## src/rtl/definitions_pkg.sv

```systemverilog
// Shared definitions for the traffic_lights command interface.
//   command_e        : command codes understood by traffic_lights (cmd_type_i)
//   req_kind_e       : high-level request kinds accepted by traffic_lights_cmd_gen
//   TIMES_BURST_LEN  : number of commands in a REQ_TIMES burst
//   times_slot_cmd() : command issued in a given slot of a REQ_TIMES burst
package definitions_pkg;

  typedef enum logic [2:0] {
    SET_OFF    = 3'd0,
    SET_ON     = 3'd1,
    SET_MANUAL = 3'd2,
    SET_RED    = 3'd3,
    SET_YELLOW = 3'd4,
    SET_GREEN  = 3'd5
  } command_e;

  typedef enum logic [1:0] {
    REQ_TIMES  = 2'd0,
    REQ_MANUAL = 2'd1,
    REQ_OFF    = 2'd2
  } req_kind_e;

  localparam int unsigned TIMES_BURST_LEN = 5;

  // Programming sequence: park the controller in manual mode, load the three
  // times, then hand control back to the automatic sequencer.
  function automatic command_e times_slot_cmd(input logic [2:0] slot);
    command_e cmd;
    case (slot)
      3'd0:    cmd = SET_MANUAL;
      3'd1:    cmd = SET_RED;
      3'd2:    cmd = SET_YELLOW;
      3'd3:    cmd = SET_GREEN;
      default: cmd = SET_ON;
    endcase
    return cmd;
  endfunction

endpackage

```

## src/rtl/traffic_lights_cmd_gen.sv

```systemverilog
// traffic_lights_cmd_gen
// Transmit side of the traffic_lights command interface. Accepts one
// high-level request at a time over valid/ready and expands it into the
// command burst traffic_lights expects, one command per slot, with
// CMD_GAP_CYCLES idle cycles between commands.
//
// Ports
//   clk_2k_i        in   2 kHz clock
//   srst_i          in   synchronous reset, active-high
//   req_valid_i     in   request valid
//   req_ready_o     out  request ready (IDLE and not in reset)
//   req_kind_i      in   req_kind_e
//   req_red_ms_i    in   red time in ms (REQ_TIMES)
//   req_yellow_ms_i in   yellow time in ms (REQ_TIMES)
//   req_green_ms_i  in   green time in ms (REQ_TIMES)
//   req_err_o       out  one-cycle pulse: accepted request was illegal, dropped
//   busy_o          out  burst in progress
//   cmd_valid_o     out  command valid
//   cmd_type_o      out  command_e
//   cmd_data_o      out  command data in ms (times only, else 0)
module traffic_lights_cmd_gen
  import definitions_pkg::*;
#(
  parameter int unsigned CMD_GAP_CYCLES = 0,
  parameter int unsigned MAX_TIME_MS    = 1000
) (
  input  logic                         clk_2k_i,
  input  logic                         srst_i,
  input  logic                         req_valid_i,
  output logic                         req_ready_o,
  input  logic [1:0]                   req_kind_i,
  input  logic [15:0]                  req_red_ms_i,
  input  logic [15:0]                  req_yellow_ms_i,
  input  logic [15:0]                  req_green_ms_i,
  output logic                         req_err_o,
  output logic                         busy_o,
  output logic                         cmd_valid_o,
  output logic [$bits(command_e)-1:0]  cmd_type_o,
  output logic [15:0]                  cmd_data_o
);

  localparam int unsigned GAP_W =
    (CMD_GAP_CYCLES == 0) ? 1 : $clog2(CMD_GAP_CYCLES + 1);
  localparam logic [GAP_W-1:0] GAP_LAST =
    (CMD_GAP_CYCLES == 0) ? '0 : GAP_W'(CMD_GAP_CYCLES - 1);
  localparam logic [15:0] MAX_TIME        = 16'(MAX_TIME_MS);
  localparam logic [2:0]  TIMES_LAST_SLOT = 3'(TIMES_BURST_LEN - 1);

  generate
    if (MAX_TIME_MS > 32'h0000_FFFF) begin : g_max_time_check
      $error("MAX_TIME_MS must fit in the 16-bit command data field");
    end
  endgenerate

  typedef enum logic [1:0] {
    ST_IDLE = 2'd0,
    ST_SEND = 2'd1,
    ST_GAP  = 2'd2,
    ST_ERR  = 2'd3
  } state_e;

  state_e           state_reg,     state_next;
  logic [1:0]       kind_reg,      kind_next;
  logic [15:0]      red_reg,       red_next;
  logic [15:0]      yellow_reg,    yellow_next;
  logic [15:0]      green_reg,     green_next;
  logic [2:0]       slot_reg,      slot_next;
  logic [GAP_W-1:0] gap_cnt_reg,   gap_cnt_next;
  logic             cmd_valid_reg, cmd_valid_next;
  command_e         cmd_type_reg,  cmd_type_next;
  logic [15:0]      cmd_data_reg,  cmd_data_next;
  logic             err_reg,       err_next;

  logic             req_legal;
  logic [2:0]       last_slot;

  function automatic logic time_ok(input logic [15:0] t);
    return (t != 16'd0) && (t <= MAX_TIME);
  endfunction

  function automatic command_e slot_cmd(input logic [1:0] kind, input logic [2:0] slot);
    command_e cmd;
    case (kind)
      REQ_MANUAL: cmd = SET_MANUAL;
      REQ_OFF:    cmd = SET_OFF;
      default:    cmd = times_slot_cmd(slot);
    endcase
    return cmd;
  endfunction

  // Legality is judged on the live inputs because it is only consulted on
  // the accepting edge, when those inputs are the ones being registered.
  always_comb begin
    req_legal = 1'b0;
    case (req_kind_i)
      REQ_TIMES:  req_legal = time_ok(req_red_ms_i) && time_ok(req_yellow_ms_i)
                              && time_ok(req_green_ms_i);
      REQ_MANUAL: req_legal = 1'b1;
      REQ_OFF:    req_legal = 1'b1;
      default:    req_legal = 1'b0;
    endcase
  end

  assign last_slot = (kind_reg == REQ_TIMES) ? TIMES_LAST_SLOT : 3'd0;

  always_comb begin
    state_next     = state_reg;
    kind_next      = kind_reg;
    red_next       = red_reg;
    yellow_next    = yellow_reg;
    green_next     = green_reg;
    slot_next      = slot_reg;
    gap_cnt_next   = gap_cnt_reg;
    cmd_valid_next = 1'b0;
    cmd_type_next  = cmd_type_reg;
    cmd_data_next  = cmd_data_reg;
    err_next       = 1'b0;

    case (state_reg)
      ST_IDLE: begin
        if (req_valid_i) begin
          kind_next    = req_kind_i;
          red_next     = req_red_ms_i;
          yellow_next  = req_yellow_ms_i;
          green_next   = req_green_ms_i;
          slot_next    = 3'd0;
          gap_cnt_next = '0;
          if (req_legal) begin
            state_next = ST_SEND;
          end else begin
            state_next = ST_ERR;
            err_next   = 1'b1;
          end
        end
      end
      ST_SEND: begin
        if (slot_reg == last_slot) begin
          state_next = ST_IDLE;
        end else begin
          // Slot advances when leaving SEND so the next SEND entry already
          // sees the slot it must emit.
          slot_next = slot_reg + 3'd1;
          if (CMD_GAP_CYCLES == 0) begin
            state_next = ST_SEND;
          end else begin
            state_next   = ST_GAP;
            gap_cnt_next = '0;
          end
        end
      end
      ST_GAP: begin
        if (gap_cnt_reg == GAP_LAST) begin
          state_next = ST_SEND;
        end else begin
          gap_cnt_next = gap_cnt_reg + 1'b1;
        end
      end
      ST_ERR: begin
        state_next = ST_IDLE;
      end
      default: begin
        state_next = ST_IDLE;
      end
    endcase

    // Command outputs are registered and loaded only on SEND entry, so
    // type/data hold steady through gap and idle cycles.
    if (state_next == ST_SEND) begin
      cmd_valid_next = 1'b1;
      cmd_type_next  = slot_cmd(kind_next, slot_next);
      cmd_data_next  = 16'd0;
      if (kind_next == REQ_TIMES) begin
        case (slot_next)
          3'd1:    cmd_data_next = red_next;
          3'd2:    cmd_data_next = yellow_next;
          3'd3:    cmd_data_next = green_next;
          default: cmd_data_next = 16'd0;
        endcase
      end
    end
  end

  always_ff @(posedge clk_2k_i) begin
    if (srst_i) begin
      state_reg     <= ST_IDLE;
      kind_reg      <= REQ_OFF;
      red_reg       <= 16'd0;
      yellow_reg    <= 16'd0;
      green_reg     <= 16'd0;
      slot_reg      <= 3'd0;
      gap_cnt_reg   <= '0;
      cmd_valid_reg <= 1'b0;
      cmd_type_reg  <= SET_OFF;
      cmd_data_reg  <= 16'd0;
      err_reg       <= 1'b0;
    end else begin
      state_reg     <= state_next;
      kind_reg      <= kind_next;
      red_reg       <= red_next;
      yellow_reg    <= yellow_next;
      green_reg     <= green_next;
      slot_reg      <= slot_next;
      gap_cnt_reg   <= gap_cnt_next;
      cmd_valid_reg <= cmd_valid_next;
      cmd_type_reg  <= cmd_type_next;
      cmd_data_reg  <= cmd_data_next;
      err_reg       <= err_next;
    end
  end

  // Ready is gated by reset so nothing can be accepted while srst_i is high.
  assign req_ready_o = (state_reg == ST_IDLE) && !srst_i;
  assign busy_o      = (state_reg != ST_IDLE);
  assign cmd_valid_o = cmd_valid_reg;
  assign cmd_type_o  = cmd_type_reg;
  assign cmd_data_o  = cmd_data_reg;
  assign req_err_o   = err_reg;

endmodule

```

## config.mk

```make
export PLATFORM = sky130hd
export DESIGN_NAME = traffic_lights_cmd_gen
export DESIGN_NICKNAME = d
export VERILOG_FILES = /design/src/rtl/definitions_pkg.sv /design/src/rtl/traffic_lights_cmd_gen.sv
export SDC_FILE = /design/constraint.sdc
export NUM_CORES = 1
export LEC_CHECK = 0
export BUFFER_PORTS_ARGS = -buffer_cell sky130_fd_sc_hd__buf_2
export CAP_MARGIN = 20
export CORE_ASPECT_RATIO = 1.25
export CORE_MARGIN = 2
export CORE_UTILIZATION = 40
export DETAILED_ROUTE_END_ITERATION = 6
export PLACE_DENSITY = 0.63
export SLEW_MARGIN = 20
export SYNTH_ARGS = -nofsm -noshare
export SYNTH_HDL_FRONTEND = slang
export SYNTH_SLANG_ARGS = --single-unit
```

## constraint.sdc

```tcl
create_clock -name clk_2k_i -period 3.25 [get_ports clk_2k_i]
set_input_delay 0.4875 -clock clk_2k_i [delete_from_list [all_inputs] [get_ports clk_2k_i]]
set_output_delay 0.4875 -clock clk_2k_i [all_outputs]
set_load 0.01 [all_outputs]
```

==> impl_results.md <==
- Sequential cell area: 0.001521 sq mm
- Crit-path max FO: 16
- Yosys top cell by area: dfxtp_1
- Clk network pwr share: 0.351
- Vias: between 3000 and 4000
- Worst vdd ir: 0.0002771 V
- Hold buffer count at CTS: 0
- Switch share: 0.2771
- Remaining DRCs: 0
- Ant. Diodes: 0
- Final wirelength: between 8000 and 9000 um
- Rel. slew slack: 0.4813
- Synth Register Bits: 76
- CTS Sinks: 76
- Leak: 0.001751 uW
- Syn avg cell area: 8.248 sq um
- Setup TNS: 0 ns
- # rows: 38
- Iteration-0 DRC count of the detailed router: 160
- Synthesized net count: between 400 and 500
- Crit Path Class: flip-flop to flip-flop
- Port bufs: between 70 and 80
- Critical path endpoint category: flip-flop
- Final ANT Viol Nets: 0
- Die area: 0.009511 sq mm
- Routability cong.: just over 0.9
- Total gr overflow: 0
- Resize count post-CTS: 0
- HP Class: input pin to flip-flop
- Critical Path RT: around 3.5 ns
- Reg power frac: 0.499
- Clock skew: a little under 0.009 ns
- Comb pwr share: 0.151
- Max Freq: 0.3689 GHz
- IO Count: 76
- Clock latency on the worst-skew pair: approximately 0.35 ns
- Number of global-route vias before repair: about 3000
- Internal Power: ~1500 uW
- Vias/cell: 5.131
- Post-DP HPWL: roughly 6400 um
- Max H-tree Level: 3
- Multi-input logic area: between 0.0015 and 0.002 sq mm
- CORE AREA: ~0.0086 sq mm
- RSZ-0062 raised after global routing: no
- Period utilisation layout: 0.8340
- Minimum clock period: around 2.7 ns
- Final setup viols: 0
- Synth Flop Type: dfxtp_1
- Commonest non-fill, non-tap cell in the layout: nand2_1
- Final Core Density: 0.4753
- Setup Fix Bufs, Post-CTS: 0
- # nets final: around 550
- Maximum number of pins on one net before global-route repair: 64
- Worst slew pin tran: 0.7781 ns
- Synth cell types: 41
- Starting Density: 0.4064
- CTS tree: built
- Filler instances: between 800 and 900
- Die Y: between 100 and 150 um
- Hold Vio Cnt, Final: 0
- Synthesized cell area: 0.003497 sq mm
- Max-cap violations: 0
- Gate count after technology mapping: 424
- Share of post-route cells with drive strength above 1: 0.2561
- Die X: around 90 um
- Most frequent cells in the layout: 135 x nand2_1, 76 x dfxtp_1, 75 x buf_2
- Ys async rst share: 0
- Num CTS Buffers: 9
- Seq/Total Area, Yosys: 0.4351
- Crit path launch type: flip-flop
- Antenna violations before repair: 0
- Max-slew violations: 0
- Synth top area share: 0.4351
- Wire per inst: 14.58 um
- Layout area overhead: 16.96%
- TritonRoute pass-1 iters: 4
- Tot GR Track Use: 0.1989
- CTS max path bufs: 2
- Power after layout: ~2000 uW
- Pwr Density: about 490 mW/mm^2
- Clock-pin transition on the worst setup and hold timing paths: about 0.080 ns
- CTS Root Cell: clkbuf_8
- Synth warnings: 0
- Critical path arrival: 3.00 ns
- Status: completed
- First-pass GRT wire length: around 15000 um
- Dominant cells by area after synthesis: dfxtp_1 44%, nand2_1 15%, a21oi_1 8.0%
- P_sw: ~560 uW
- Number of synthesized flops with an enable pin: 0
-- metrics by stage --
step           hold slack [ns]  setup slack (ns)  area [sq um]  std cells
5_1_grt                 0.3935            0.2719          4090        612
4_1_cts                 0.3704            0.5398          4090        612
6_report                0.3925            0.5394          4090        612
3_5_place_dp            0.4461            0.4788          3900        597
2_1_floorplan           0.4329            0.7767          3497        424
3_3_place_gp            0.4390            0.5541          3900        597
-- Yosys cell counts, drive strengths merged (2+ instances only) --
| cell type | n |
|---|---|
| inv | 8 |
| clkbuf | 15 |
| o21ai | 8 |
| a31oi | 4 |
| ha | 6 |
| dfxtp | 76 |
| a21oi | 66 |
| or4 | 2 |
| nand4 | 5 |
| a221o | 16 |
| nor4 | 10 |
| mux2i | 6 |
| nand2 | 136 |
| buf | 10 |
| nor2 | 13 |
| mux2 | 16 |
| nor3 | 6 |
| and2 | 5 |
-- critical path: stages, from the launching register on --
cell and delay [ns]:
dfxtp_1 0.47, nor2_1 0.12, nand2_2 0.17, mux2i_1 0.33, ha_1 0.21, nand2_1 0.06, or4b_1 0.84, a21oi_2 0.29
a221o_1 0.14
-- final timing paths --
| path | from | to | slack [ns] | depth (start not counted) |
|---|---|---|---|---|
| worst max-delay path | state_reg[0] | cmd_data_o[15] | 0.54 | 8 |
| worst min-delay path | req_green_ms_i[10] | green_reg[10] | 0.39 | 3 |
| worst max register to register | state_reg[0] | cmd_data_o[15] | 0.54 | 8 |
| worst min register to register | red_reg[13] | red_reg[13] | 0.46 | 2 |
-- power groups by stage --
stage	Sequential, uW	Clock (uW)	Combinational, uW
after floorplan	1020	0	217
final	1010	710	304
after global placement	1030	0	301
after detailed placement	1030	0	305
after CTS	1010	727	306
after global routing	1010	770	347
-- layout make-up --
type,count,share of cell area
Multi-Input combinational cell,314,0.4384
Clock buffer,10,0.03365
Timing Repair Buffer,79,0.09911
Inverter,8,0.007342
Sequential cell,76,0.3720
Tap cell,120,0.03671
Clock inverter,5,0.01285
-- routing by layer --
metal | track usage | wire, um | up-vias
met5 | 0 | 0 | -
met4 | 0.08462 | 213 | 0
met3 | 0.04733 | 458 | 17
met2 | 0.3274 | 4472 | 73
met1 | 0.2464 | 3781 | 1451
li1 | - | - | 1599
-- cell families after synthesis --
family	Yosys count	share of synthesized area
flip-flops	76	0.4351
multiplexers	22	0.06869
AO/OA/AOI/OAI	103	0.1975
adder cells (fa/ha/maj)	6	0.02147
AND/OR/NAND/NOR	183	0.2243
buffers and inverters	34	0.05295
Power figures use the tool's default switching activity.
